**config.mk**
```make
export PLATFORM = sky130hd
export DESIGN_NAME = plic_gateway
export DESIGN_NICKNAME = d
export VERILOG_FILES = /design/src/rtl/plic_gateway_pkg.sv /design/src/rtl/plic_gateway_src.sv /design/src/rtl/plic_gateway.sv
export SDC_FILE = /design/constraint.sdc
export NUM_CORES = 1
export LEC_CHECK = 0
export CORE_MARGIN = 8
export CORE_UTILIZATION = 57
export DETAILED_ROUTE_END_ITERATION = 8
export MAX_ROUTING_LAYER = met4
export PLACE_DENSITY = 0.82
export SLEW_MARGIN = 10
export SYNTH_ARGS = -nofsm -noshare
export SYNTH_HDL_FRONTEND = slang
export SYNTH_HIERARCHICAL = 1
export SYNTH_SLANG_ARGS = --single-unit
```
**constraint.sdc**
```tcl
create_clock -name clk -period 2.83 [get_ports clk]
set_input_delay 0.4245 -clock clk [delete_from_list [all_inputs] [get_ports clk]]
set_output_delay 0.4245 -clock clk [all_outputs]
set_load 0.05 [all_outputs]
```
**src/rtl/plic_gateway_pkg.sv**
```systemverilog
// Shared types and constants for the PLIC interrupt gateway.
package plic_gateway_pkg;

  localparam int unsigned PLIC_ID_W = 6;

  typedef enum logic [1:0] {
    IDLE     = 2'd0,
    PEND     = 2'd1,
    INFLIGHT = 2'd2
  } gw_state_t;

endpackage

```
**src/rtl/plic_gateway_src.sv**
```systemverilog
// One interrupt source: level/edge gateway FSM, edge counter and sticky overflow flag.
module plic_gateway_src
  import plic_gateway_pkg::*;
#(
  parameter int unsigned ID    = 1,
  parameter int unsigned CNT_W = 3
) (
  input  logic                 clk,
  input  logic                 reset,
  input  logic                 src_irq,
  input  logic                 edge_mode,
  input  logic                 claim_valid,
  input  logic [PLIC_ID_W-1:0] claim_id,
  input  logic                 complete_valid,
  input  logic [PLIC_ID_W-1:0] complete_id,
  input  logic                 ovf_clr,
  output logic                 req,
  output logic                 inflight,
  output logic                 overflow
);

  localparam logic [CNT_W-1:0] CNT_MAX = '1;

  gw_state_t        r_state;
  gw_state_t        w_state_nxt;
  logic [CNT_W-1:0] r_cnt;
  logic [CNT_W-1:0] w_cnt_nxt;
  logic             r_src_q;
  logic             r_ovf;
  logic             r_req;
  logic             r_inflight;
  logic             w_edge;
  logic             w_claim_hit;
  logic             w_comp_hit;
  logic             w_ovf_set;
  logic             w_has_work;

  assign w_edge      = src_irq & ~r_src_q;
  assign w_claim_hit = claim_valid && (claim_id == PLIC_ID_W'(ID)) && (r_state == PEND);
  assign w_comp_hit  = complete_valid && (complete_id == PLIC_ID_W'(ID)) && (r_state == INFLIGHT);
  // Work still outstanding when a completion retires the current request
  assign w_has_work  = edge_mode ? (r_cnt != '0) : src_irq;

  always_ff @(posedge clk) begin
    if (reset) begin
      r_state    <= IDLE;
      r_cnt      <= '0;
      r_src_q    <= 1'b0;
      r_ovf      <= 1'b0;
      r_req      <= 1'b0;
      r_inflight <= 1'b0;
    end else begin
      r_state    <= w_state_nxt;
      r_cnt      <= w_cnt_nxt;
      r_src_q    <= src_irq;
      r_ovf      <= (r_ovf & ~ovf_clr) | w_ovf_set;
      r_req      <= (w_state_nxt == PEND);
      r_inflight <= (w_state_nxt == INFLIGHT);
    end
  end

  always_comb begin
    w_state_nxt = r_state;
    w_cnt_nxt   = r_cnt;
    w_ovf_set   = 1'b0;

    // Edge + claim together leave the count unchanged; saturation loses the edge
    if (!edge_mode) begin
      w_cnt_nxt = '0;
    end else if (w_edge && !w_claim_hit) begin
      if (r_cnt == CNT_MAX) begin
        w_ovf_set = 1'b1;
      end else begin
        w_cnt_nxt = r_cnt + CNT_W'(1);
      end
    end else if (!w_edge && w_claim_hit && (r_cnt != '0)) begin
      w_cnt_nxt = r_cnt - CNT_W'(1);
    end

    case (r_state)
      IDLE: begin
        if (edge_mode ? (w_cnt_nxt != '0) : src_irq) begin
          w_state_nxt = PEND;
        end
      end
      PEND: begin
        if (w_claim_hit) begin
          w_state_nxt = INFLIGHT;
        end
      end
      INFLIGHT: begin
        if (w_comp_hit) begin
          w_state_nxt = w_has_work ? PEND : IDLE;
        end
      end
      default: w_state_nxt = IDLE;
    endcase
  end

  assign req      = r_req;
  assign inflight = r_inflight;
  assign overflow = r_ovf;

endmodule

```
**src/rtl/plic_gateway.sv**
```systemverilog
// PLIC gateway: NUM_SRC independent per-source gateways between raw IRQ wires and the PLIC core.
module plic_gateway
  import plic_gateway_pkg::*;
#(
  parameter int unsigned NUM_SRC = 10,
  parameter int unsigned CNT_W   = 3
) (
  input  logic                 clk,
  input  logic                 reset,
  input  logic [NUM_SRC:1]     src_irq,
  input  logic [NUM_SRC:1]     edge_mode,
  input  logic                 claim_valid,
  input  logic [PLIC_ID_W-1:0] claim_id,
  input  logic                 complete_valid,
  input  logic [PLIC_ID_W-1:0] complete_id,
  input  logic                 ovf_clr,
  output logic [NUM_SRC:1]     req,
  output logic [NUM_SRC:1]     inflight,
  output logic [NUM_SRC:1]     overflow
);

  // Source IDs start at 1; ID 0 is the "no interrupt" ID and matches nothing
  for (genvar g = 1; g <= int'(NUM_SRC); g++) begin : g_src
    plic_gateway_src #(
      .ID    (g),
      .CNT_W (CNT_W)
    ) u_src (
      .clk            (clk),
      .reset          (reset),
      .src_irq        (src_irq[g]),
      .edge_mode      (edge_mode[g]),
      .claim_valid    (claim_valid),
      .claim_id       (claim_id),
      .complete_valid (complete_valid),
      .complete_id    (complete_id),
      .ovf_clr        (ovf_clr),
      .req            (req[g]),
      .inflight       (inflight[g]),
      .overflow       (overflow[g])
    );
  end

endmodule

```
# --- Word level (Yosys, flattened, before mapping) ---
# Index checks and enable logic that the tools add are counted.
totals:
  regBits: 90
  input_bits: 37
  output_inout_bits: 30
  wordCells: 451
op_classes:
  add_sub_neg: 20
  eq_ne: 70
  muxes: 140
  bitwise_logic: 41
  n_reduce_logical: 120
op_table:
  columns: ["cell", "n"]
  rows:
  - ["3-bit 2-to-1 mux", 40]
  - ["1-bit logical AND", 70]
  - ["1-bit 2-to-1 mux", 60]
  - ["2-bit 2-to-1 mux", 30]
  - ["2-bit case mux with 3 select lines", 10]
  - ["3-bit nonzero test", 20]
  - ["6-bit by 3-bit == test with 1-bit output (second input constant)", 8]
  - ["2-bit by 1-bit == test with 1-bit output (second input constant)", 20]
  - ["2-bit == test (second input constant)", 20]
  - ["6-bit by 4-bit == test with 1-bit output (second input constant)", 6]
  - ["3-bit by 1-bit adder with 3-bit output (second input constant)", 10]
  - ["3-bit == test (second input constant)", 10]
  - ["3-bit by 1-bit subtractor with 3-bit output (second input constant)", 10]
  - ["6-bit by 2-bit == test with 1-bit output (second input constant)", 4]
  - ["1-bit bitwise AND", 20]
  - ["1-bit zero test", 20]
  - ["2-bit zero test", 10]
  - ["6-bit by 1-bit == test with 1-bit output (second input constant)", 2]
  - ["1-bit inverter", 11]
  - ["1-bit OR", 10]

# --- Depth between registers and ports, before layout ---
# Gate-level depths: netlist (run 1).
depth:
  depth_word: 13
  mapped_depth: 8
  ltp_nobuf: 8

# --- Cells and area by module ---
# Netlist (run 1), hierarchy kept.
modules_own_cells:
  columns: ["mod", "n_inst", "cells_each", "area_each_um2", "seq_area_each_um2"]
  rows:
  - ["plic_gateway_src (g_src[10].u_src ...)", 4, 69, 590.6, 180.2]
  - ["plic_gateway_src (g_src[1].u_src ...)", 2, 60, 571.8, 180.2]
  - ["plic_gateway_src (g_src[3].u_src)", 1, 68, 599.3, 180.2]
  - ["plic_gateway_src (g_src[7].u_src)", 1, 69, 586.8, 180.2]
  - ["plic_gateway_src (g_src[4].u_src)", 1, 65, 558.0, 180.2]
  - ["plic_gateway_src (g_src[8].u_src)", 1, 60, 556.8, 180.2]

# --- Worst setup path after synthesis (run 1) ---
# Ideal clock, no wire load.
synth_path:
  path_type: "input-to-reg"
  start: "input claim_id[2]"
  end: "register g_src[3].u_src.r_state[0]"
  setup_time_ns: 0.135
  arrival_ns: 2.116
  required_ns: 2.695
  slack_ns: 0.579
  path_stages: 6
  path_buffers: 1
  cell_sequence: "or4b_4 -> or3_1 -> buf_6 -> mux2i_1 -> a2111oi_1 -> nor3_1"
synth_between:
  elab_chain_cells: 12
  word_cells_on_any_way: 15
  cone_classes: "1 x eq/ne; 7 x mux; 7 x reduce/logical"
synth_lines:
  columns: ["item", "line", "rtl"]
  rows:
  - ["start, declared", "plic_gateway.sv:13", "input logic [PLIC_ID_W-1:0] claim_id,"]
  - ["6-bit by 2-bit == test with 1-bit output *", "plic_gateway_src.sv:39", "assign w_claim_hit = claim_valid && (claim_id == PLIC_ID_W'(ID)) && (r_state == PEND);"]
  - ["1-bit logical AND * (2 in series)", "plic_gateway_src.sv:39", null]
  - ["1-bit logical AND (2 in series)", "plic_gateway_src.sv:76", "end else if (!w_edge && w_claim_hit && (r_cnt != '0)) begin"]
  - ["3-bit 2-to-1 mux", "plic_gateway_src.sv:76", null]
  - ["3-bit 2-to-1 mux", "plic_gateway_src.sv:70", "end else if (w_edge && !w_claim_hit) begin"]
  - ["3-bit 2-to-1 mux", "plic_gateway_src.sv:68", "if (!edge_mode) begin"]
  - ["3-bit nonzero test", "plic_gateway_src.sv:82", "if (edge_mode ? (w_cnt_nxt != '0) : src_irq) begin"]
  - ["1-bit 2-to-1 mux", "plic_gateway_src.sv:82", null]
  - ["2-bit 2-to-1 mux", "plic_gateway_src.sv:82", null]
  - ["2-bit case mux with 3 select lines *", "plic_gateway_src.sv:80", "case (r_state)"]
  - ["end signal, assigned", "plic_gateway_src.sv:53", "r_state <= w_state_nxt;"]
  - ["end, declared", "plic_gateway_src.sv:24", "gw_state_t r_state;"]
# Every way passes the cells marked *; elsewhere a longest branch is shown, timed or not.
# A chain may end at the register's enable or synchronous reset.

# --- Final worst setup path (run 1) ---
layout_path:
  start: "input claim_id[1]"
  end: "register g_src[8].u_src.r_req"
layout_between:
  elab_chain_cells: 13
  word_cells_on_any_way: 16
  cone_classes: "2 x eq/ne; 7 x mux; 7 x reduce/logical"
layout_lines:
  columns: ["item", "line", "rtl"]
  rows:
  - ["6-bit by 4-bit == test with 1-bit output *", "plic_gateway_src.sv:39", null]
  - ["1-bit logical AND * (2 in series)", "plic_gateway_src.sv:39", null]
  - ["1-bit logical AND (2 in series)", "plic_gateway_src.sv:76", null]
  - ["3-bit 2-to-1 mux", "plic_gateway_src.sv:76", null]
  - ["3-bit 2-to-1 mux", "plic_gateway_src.sv:70", null]
  - ["3-bit 2-to-1 mux", "plic_gateway_src.sv:68", null]
  - ["3-bit nonzero test", "plic_gateway_src.sv:82", null]
  - ["1-bit 2-to-1 mux", "plic_gateway_src.sv:82", null]
  - ["2-bit 2-to-1 mux", "plic_gateway_src.sv:82", null]
  - ["2-bit case mux with 3 select lines *", "plic_gateway_src.sv:80", null]
  - ["2-bit by 1-bit == test with 1-bit output *", "plic_gateway_src.sv:57", "r_req <= (w_state_nxt == PEND);"]
  - ["end signal, assigned", "plic_gateway_src.sv:57", null]
  - ["end, declared", "plic_gateway_src.sv:30", "logic r_req;"]
# Marked as above.

==> metrics.cfg, run 1 <==
[clock_network]
h-tree-depth=3
hold_buffers=0
cts_tree=done
cts.sinks=90
ctsResizeCount=0
insertion_delay_ns=0.37
postCtsSetupRepairBufs=0
root_buffer=clkbuf_8
clk_pin_slew_worst_paths_ns=0.09
cts_buffer_depth=2
cts_buffers=9

[global_route]
gr-usage-met1=0.258
overflow=0
grt_pass1_vias=5268
use_met3=0.0416
antenna_found_initial=0
met2_usage=0.390
grt-busiest-layer=met2
grt_max_degree=30
grt_usage=0.225
grt_pass1_wl_um=24200

[routing]
viasPerCell=6.09
wirelength_um=14600
wl_per_cell_um=16.5
drt_pass1_iterations=6
vias=5392
ant_nets=0
route.detailed.drc=0
drtIter0Drc=456

[setup_path]
end_kind=flip-flop
timing.rr.start=g_src[6].u_src/r_cnt[0]$_SDFF_PP0_
path_class=input pin to flip-flop
timing.critical_path.max_delay_family=simple AND/OR/NAND/NOR gates
start_kind=input pin
critPathSlowestCell=clkdlybuf4s50_1
worstPathCellList=clkdlybuf4s50_1, buf_4, nor3_4, nand2_1, o31ai_1, o32ai_1, or4b_1, a31o_1
required_ns=3.10
crit_path_start=claim_id[1]
arrival_ns=2.80
path_buf_inv=2
crit_path_max_incr_delay_ns=0.53
worst-path-max-fanout=7

[placed_design]
gp_congestion=0.948
dp.cells=870
io_buffers=66
place_hpwl_um=11100

[pwr]
irDropWorstVdd_uv=260
p_leak_nw=2.56
powerDensity_mw_per_mm2=416
power_mw=2.88

[floorplanning]
row_count=37
die_height_um=117
core_sq_mm=0.0101
num_io_pins=67
die_w_um=117
start_util=0.575
dieArea_sq_mm=0.0137

[sta]
skew_ns=0.0104
rsz0062_at_grt=no
fmaxAchievable_mhz=395
hold_viol_final=0
setup_viol=0
worst_slew_pin_slew_ns=0.628
period_share=0.894
setup-tns-final_ns=0
drv_slew=0
fin_crit_ns=2.53
relSlewSlack=0.580
worst_hold_slack_ns=0.482

[layout]
areaGrowthSynthToFinish_pct=19.3
mostFrequentLayoutCell=dfxtp_1
finalNonFillerCells=886
antennaDiodeCount=0
drive_gt1_frac=0.107
layout_common_cells=dfxtp_1 (90), clkdlybuf4s50_1 (65), nor2_1 (64)
fin_nets=812

[yosys]
yosys.cell_types.count=71
synth.cell_area_sq_mm=0.00581
syn_nets=725
syn_area_per_cell_sq_um=8.82
synth_edf_count=0
synthArstFlopShare=0
synth_ff_type=dfxtp_1
yosys_register_bits=90
yosys_warnings=6
ys_seq_area_frac=0.310
synthCells=658

[status]
status=complete, no violations

[flow_run]
cap_violations=0

[worst_hold_path]
worstHoldStart=g_src[1].u_src/overflow$_SDFF_PP0_
hold_class=flip-flop to flip-flop

==> flip-flops by register name, summed over array words and instances (netlist names) <==
register / cells
g_src.u_src/overflow: 10
g_src.u_src/r_cnt: 30
g_src.u_src/r_state: 20
g_src.u_src/inflight: 10
g_src.u_src/req: 10
g_src.u_src/r_src_q: 10
==> layout make-up <==
cell class	count	area (sq um)
clock inverter	5	52.6
tap	136	170
fill	823	3170
inverter	43	161
timing repair buffer	83	808
clock buffer	11	151
multi-input combinational	518	3780
sequential	90	1800
==> cells in the mapped netlist (all sizes together), types with 7 or more instances <==
library cell,number,area share
o22ai,7,0.0075
and3b,10,0.016
nor3,24,0.023
mux2i,21,0.039
a211oi,11,0.014
o21ai,11,0.0095
or4,7,0.0090
ha,30,0.065
nor4b,19,0.036
a21oi,47,0.041
and2,8,0.0093
nor3b,8,0.012
dfxtp,90,0.31
a311oi,8,0.012
nand2b,35,0.038
a2111oi,9,0.018
xnor2,10,0.015
nand2,34,0.022
or3,7,0.0093
nand3,9,0.014
nor2,64,0.041
inv,43,0.028
nor2b,30,0.032
a32oi,9,0.014
and2b,9,0.013
o32ai,8,0.012
==> report_power, final <==
group / internal (mW) / leakage (nW) / switching [mW]
sequential: 1.32 / 0.735 / 0.0440
combinational: 0.258 / 1.72 / 0.344
clock: 0.452 / 0.105 / 0.463
total: 2.03 / 2.56 / 0.851
==> metal layers <==
layer  part of all wire  wire length (um)
met5                  0                 0
met3              0.052               761
met1               0.44              6460
met4              0.017               244
met2               0.49              7150
==> worst paths after layout <==
| path | endpoint | slack, ns | depth (start not counted) |
|---|---|---|---|
| hold / removal | g_src[1].u_src/overflow$_SDFF_PP0_ | 0.48 | 2 |
| setup reg to reg | g_src[6].u_src/req$_SDFF_PP0_ | 0.59 | 7 |
| setup / recovery | g_src[8].u_src/req$_SDFF_PP0_ | 0.30 | 8 |
| hold reg to reg | g_src[1].u_src/overflow$_SDFF_PP0_ | 0.48 | 2 |
==> through the flow <==
| stage | cell area (sq um) | utilization | worst slack [ns] |
|---|---|---|---|
| floorplan | 5810 | - | 0.579 |
| global placement | 6720 | 0.666 | 0.0984 |
| detailed placement | 6720 | 0.666 | 0.00190 |
| CTS | 6930 | 0.686 | 0.365 |
| global route | 6930 | 0.686 | 0.220 |
| finish | 6930 | 0.686 | 0.300 |
==> worst register-to-register path: stages, from the launching register on <==
cell       delay [ns]
dfxtp_1          0.46
inv_1            0.14
ha_1             0.35
inv_1            0.05
nor4b_1          0.38
a32oi_1          0.16
a2111oi_1        0.46
nor3_1           0.12
==> cell families after synthesis <==
group,synth area share
AND/OR/NAND/NOR,0.344
AO/OA/AOI/OAI,0.188
XOR/XNOR,0.0151
buffers and inverters,0.0388
multiplexers,0.0394
flip-flops,0.310
adder cells (fa/ha/maj),0.0646
Note: power is estimated with default switching activity, not from simulation.
==> inputs of run 2 (changes only) <==
--- a/config.mk
+++ b/config.mk
@@ -5,11 +5,11 @@
 export SDC_FILE = /design/constraint.sdc
 export NUM_CORES = 1
 export LEC_CHECK = 0
-export CORE_MARGIN = 8
-export CORE_UTILIZATION = 57
+export CORE_MARGIN = 3
+export CORE_UTILIZATION = 52
 export DETAILED_ROUTE_END_ITERATION = 8
 export MAX_ROUTING_LAYER = met4
-export PLACE_DENSITY = 0.82
+export PLACE_DENSITY = 0.79
 export SLEW_MARGIN = 10
 export SYNTH_ARGS = -nofsm -noshare
 export SYNTH_HDL_FRONTEND = slang
==> constraint.sdc (replaced) <==
create_clock -name clk -period 2.1 [get_ports clk]
set_input_delay 0.315 -clock clk [delete_from_list [all_inputs] [get_ports clk]]
set_output_delay 0.315 -clock clk [all_outputs]
set_load 0.02 [all_outputs]
==> metrics.cfg, run 2 (same netlist as run 1, synthesis figures left out) <==
[routing]
route.detailed.drc=0  ; unchanged
viasPerCell=5.95  ; -2.3%
drtIter0Drc=353  ; -23%
wirelength_um=17300  ; +18%
drt_pass1_iterations=7  ; +1
vias=5935  ; +10%
wl_per_cell_um=17.3  ; +5.2%
ant_nets=0  ; unchanged

[clock_network]
cts_tree=done
clk_pin_slew_worst_paths_ns=0.09  ; about the same
hold_buffers=0  ; unchanged
cts_buffers=9  ; unchanged
root_buffer=clkbuf_8
cts_buffer_depth=2  ; unchanged
cts.sinks=90  ; unchanged
h-tree-depth=3  ; unchanged
insertion_delay_ns=0.38  ; about the same

[floorplanning]
die_height_um=112  ; -4.5%
dieArea_sq_mm=0.0125  ; -8.8%
core_sq_mm=0.0106  ; +5.0%
die_w_um=112  ; -4.5%
num_io_pins=67  ; unchanged
start_util=0.548  ; -0.0276
row_count=37  ; unchanged

[setup_path]
start_kind=flip-flop
cp-endpoint=g_src[2].u_src/req$_SDFF_PP0_
rrSetupSlack_ns=-0.06  ; -0.65 ns
arrival_ns=2.44  ; -0.36 ns
timing.rr.start=g_src[2].u_src/r_cnt[0]$_SDFF_PP0_
worst-path-max-fanout=4  ; -3
r2r_end=g_src[2].u_src/req$_SDFF_PP0_
crit_path_start=g_src[2].u_src/r_cnt[0]$_SDFF_PP0_
path_class=flip-flop to flip-flop
reg2reg_depth=7  ; unchanged
required_ns=2.37  ; -0.73 ns
end_kind=flip-flop

[sta]
setup_viol=2  ; +2
worst_slew_pin_slew_ns=0.503  ; -0.125 ns
period_share=1.03
fin_crit_ns=2.16
skew_ns=0.0102  ; -0.000145 ns
drv_slew=0  ; unchanged
layout_setup_ws_ns=-0.0619  ; -0.362 ns
setup-tns-final_ns=-0.115  ; -0.115 ns
fmaxAchievable_mhz=463
relSlewSlack=0.656  ; +0.0761
hold_viol_final=0  ; unchanged

[layout]
regArea_sq_mm=0.00181  ; +0.49%
layout_common_cells=buf_4 (118), dfxtp_1 (83), nor2_1 (60)
regMostFlops=g_src.u_src/r_cnt
drive_gt1_frac=0.285  ; +0.179
multi_input_area_sq_mm=0.00403  ; +6.6%
largest_reg_flops=30  ; unchanged
final_util=0.758  ; +0.0715
areaGrowthSynthToFinish_pct=38.3
mostFrequentLayoutCell=buf_4
largestRegisters=g_src.u_src/r_cnt x30, g_src.u_src/r_state x20
fin_nets=925  ; +14%
finalNonFillerCells=998  ; +13%
fillers=740  ; -10%
antennaDiodeCount=0  ; unchanged

[global_route]
grt_pass1_vias=5814  ; +10%
antenna_found_initial=0  ; unchanged
grt_usage=0.274  ; +0.0484
overflow=0  ; unchanged
grt_pass1_wl_um=27500  ; +13%
grt_max_degree=35  ; +17%

[flow_run]
cap_violations=0  ; unchanged

[pwr]
powerDensity_mw_per_mm2=515  ; +24%
irDropWorstVdd_uv=422  ; +62%
p_leak_nw=3.18  ; +24%

[status]
violations=negative setup slack
status=finished with violations

[placed_design]
io_buffers=66  ; unchanged
place_hpwl_um=12000  ; +7.5%
dp.cells=966  ; +11%
gp_congestion=0.937  ; -1.2%
dp_slack_ns=-0.620  ; -0.622 ns

[worst_hold_path]
hold_class=input pin to flip-flop

run 2: area by class of cell:
type | count | area share
Clock inverter | 2 | 0.00748
Sequential cell | 90 | 0.225
Inverter | 43 | 0.0201
Tap cell | 136 | 0.0212
Timing Repair Buffer | 196 | 0.205
Clock buffer | 13 | 0.0198
Multi-Input combinational cell | 518 | 0.501
run 2: what timing repair did:
action                                  in CTS  in global routing
gates resized for setup                     34                 49
buffers inserted                             5                  8
endpoints found under the hold margin        0                  0
pin swaps                                   14                 19
gates cloned                                 4                  0
endpoints found under the setup margin      22                 17
run 2: stage by stage:
stage	total power, mW	instance area [sq um]	hold WS [ns]
2_1_floorplan	2.31	5810	0.382
3_3_place_gp	2.70	7450	0.454
3_5_place_dp	2.73	7450	0.463
4_1_cts	4.10	7820	0.354
5_1_grt	4.32	8030	0.395
6_report	4.14	8030	0.361
run 2: worst max-delay path, cell delays in order, from the launching register on:
cell and delay, ns:
dfxtp_2 0.36, inv_1 0.07, ha_2 0.19, and2b_2 0.23
o31ai_2 0.29, o32ai_2 0.15, or4b_4 0.54, a31o_1 0.23
run 2: where the power goes:
group / switching (mW) / leakage, nW / internal, mW
registers: 0.0515 / 0.739 / 1.78
clock network: 0.613 / 0.110 / 0.731
logic: 0.492 / 2.34 / 0.470
run 2: worst min path at each step:
stage	startpoint	end	cells past startpoint
2_1_floorplan	reset	g_src[10].u_src/r_src_q$_SDFF_PP0_	1
3_3_place_gp	g_src[8].u_src/overflow$_SDFF_PP0_	g_src[8].u_src/overflow$_SDFF_PP0_	2
3_5_place_dp	g_src[1].u_src/overflow$_SDFF_PP0_	g_src[1].u_src/overflow$_SDFF_PP0_	2
4_1_cts	reset	g_src[3].u_src/r_src_q$_SDFF_PP0_	2
5_1_grt	reset	g_src[3].u_src/r_src_q$_SDFF_PP0_	2
6_report	reset	g_src[3].u_src/r_src_q$_SDFF_PP0_	2
run 2: routing by layer:
metal | up-vias | track usage | part of all wire
met2 | 238 | 0.454 | 0.49
met1 | 2803 | 0.333 | 0.42
met4 | 0 | 0.109 | 0.032
li1 | 2844 | - | -
met5 | - | - | 0
met3 | 50 | 0.0418 | 0.060
==> inputs of run 3 (changes only) <==
--- a/config.mk
+++ b/config.mk
@@ -10,6 +10,7 @@
 export DETAILED_ROUTE_END_ITERATION = 8
 export MAX_ROUTING_LAYER = met4
 export PLACE_DENSITY = 0.79
+export REMOVE_ABC_BUFFERS = 1
 export SLEW_MARGIN = 10
 export SYNTH_ARGS = -nofsm -noshare
 export SYNTH_HDL_FRONTEND = slang
==> metrics.cfg, run 3 (same netlist as run 1, synthesis figures left out) <==
[status]
status=finished with violations
violations=negative setup slack

[routing]
vias=5927  ; -0.13%
wirelength_um=17700  ; +2.2%
route.detailed.drc=0  ; unchanged
drtIter0Drc=347  ; -1.7%
viasPerCell=5.93  ; -0.23%
wl_per_cell_um=17.7  ; +2.1%
drt_pass1_iterations=5  ; -2
ant_nets=0  ; unchanged

[floorplanning]
num_io_pins=67  ; unchanged
dieArea_sq_mm=0.0125  ; unchanged
die_w_um=112  ; unchanged
core_sq_mm=0.0106  ; unchanged
start_util=0.548  ; unchanged
row_count=37  ; unchanged
die_height_um=112  ; unchanged

[placed_design]
gp_congestion=0.918  ; -2.0%
io_buffers=66  ; unchanged
dp_slack_ns=-0.636  ; -0.0163 ns
dp.cells=970  ; +0.41%
place_hpwl_um=12400  ; +3.4%

[setup_path]
start_kind=input pin
crit_path_max_incr_delay_ns=0.54  ; about the same
path_class=input pin to flip-flop
end_kind=flip-flop
arrival_ns=2.39  ; -0.05 ns
required_ns=2.37  ; about the same
worst-path-max-fanout=5  ; +1
worstPathCellList=clkbuf_2, buf_6, nor4b_4, nand3_4, a311oi_2, a21oi_2, or4b_4, a31o_1
critPathSlowestCell=or4b_4

[layout]
areaGrowthSynthToFinish_pct=40.2
drive_gt1_frac=0.287  ; +0.00199
largestRegisters=g_src.u_src/r_cnt x30, g_src.u_src/r_state x20
largest_reg_flops=30  ; unchanged
fillers=742  ; +0.27%
finalNonFillerCells=999  ; +0.10%
multi_input_area_sq_mm=0.00405  ; +0.59%
layout_common_cells=buf_4 (116), dfxtp_1 (84), nor2_1 (58)
fin_nets=925  ; unchanged
mostFrequentLayoutCell=buf_4
antennaDiodeCount=0  ; unchanged
regArea_sq_mm=0.00181  ; about the same
regMostFlops=g_src.u_src/r_cnt

[sta]
rsz0062_at_grt=yes
hold_viol_final=0  ; unchanged
worst_hold_slack_ns=0.356  ; -0.00514 ns
layout_setup_ws_ns=-0.0205  ; +0.0414 ns
fmaxAchievable_mhz=472  ; +2.0%
fin_crit_ns=2.12  ; -0.0414 ns
skew_ns=0.00738  ; -0.00284 ns
setup_viol=2  ; unchanged
drv_slew=0  ; unchanged
period_share=1.01  ; -0.0197
worst_slew_pin_slew_ns=0.572  ; +0.0697 ns
relSlewSlack=0.613  ; -0.0430
setup-tns-final_ns=-0.0384  ; +0.0766 ns

[clock_network]
cts.sinks=90  ; unchanged
root_buffer=clkbuf_8
cts_tree=done
clk_pin_slew_worst_paths_ns=0.09  ; about the same
insertion_delay_ns=0.37  ; about the same
h-tree-depth=3  ; unchanged
cts_buffers=9  ; unchanged
cts_buffer_depth=2  ; unchanged

[pwr]
irDropWorstVdd_uv=397  ; -5.9%
p_leak_nw=3.24  ; +1.6%
powerDensity_mw_per_mm2=524  ; +1.7%

[global_route]
met2_usage=0.476  ; +0.0228
grt-busiest-layer=met2
grt_max_degree=27  ; -23%
overflow=0  ; unchanged
use_met3=0.0391  ; -0.00272
gr-usage-met1=0.304  ; -0.0297
grt_pass1_vias=6023  ; +3.6%
grt_pass1_wl_um=27400  ; -0.25%
grt_usage=0.270  ; -0.00338
antenna_found_initial=0  ; unchanged

[worst_hold_path]
hold_class=input pin to flip-flop

[flow_run]
cap_violations=0  ; unchanged

==> run 3: cell count changes in the layout (fill, tap and decap cells not counted), sizes merged <==
cell,before,now
clkbuf,18,16
buf,131,130
dlymetal6s2s,1,2
clkinv,0,2
clkdlybuf4s50,57,55
dlygate4sd2,2,4
bufinv,2,3
==> run 3: worst paths after layout <==
path	start	to	slack, ns	depth (start not counted)
max	claim_id[2]	g_src[2].u_src/r_state[0]$_SDFF_PP0_	-0.02	8
min	reset	g_src[7].u_src/r_cnt[2]$_SDFF_PP0_	0.36	2
max reg2reg	g_src[2].u_src/r_cnt[1]$_SDFF_PP0_	g_src[2].u_src/r_state[0]$_SDFF_PP0_	0.04	8
min reg2reg	g_src[2].u_src/overflow$_SDFF_PP0_	g_src[2].u_src/overflow$_SDFF_PP0_	0.49	2
==> run 3: layout make-up <==
class | instances | area share
clock buffers | 11 | 0.0186
multi-input cells | 518 | 0.498
well taps | 136 | 0.0209
flip-flops and latches | 90 | 0.223
clock inverters | 5 | 0.0123
inverters | 43 | 0.0198
repair buffers | 196 | 0.208
==> run 3: routing by layer <==
| metal | vias up | routed length (um) |
|---|---|---|
| met5 | - | 0 |
| met4 | 0 | 531 |
| met3 | 44 | 791 |
| met2 | 186 | 9250 |
| met1 | 2865 | 7110 |
| li1 | 2832 | - |
==> run 3: power by group <==
group / internal, mW / total [mW] / leakage, nW / switching, mW
Combinational: 0.476 / 0.978 / 2.37 / 0.502
Clock: 0.851 / 1.46 / 0.129 / 0.608
Sequential: 1.78 / 1.83 / 0.738 / 0.0488
Total: 3.11 / 4.27 / 3.24 / 1.16
==> run 3: worst max-delay path, delay by kind of cell <==
family                 cells  cell delay [ns]
buffers and inverters      2             0.28
AOI/OAI and AO/OA          3             0.67
and+or+nand+nor            3             1.14
==> run 3: what timing repair did <==
action,4_1_cts,5_1_grt
hold buffers,0,0
resized for setup,42,44
setup endpoints to repair,18,16
gates cloned,4,1
pin swaps,16,16
buffers inserted,5,3
==> run 3: stage by stage <==
stage / util / power, mW / instance area, sq um
floorplan: - / 2.31 / 5740
global placement: 0.707 / 2.71 / 7500
detailed placement: 0.707 / 2.74 / 7500
CTS: 0.751 / 4.24 / 7960
global route: 0.768 / 4.44 / 8140
finish: 0.768 / 4.27 / 8140
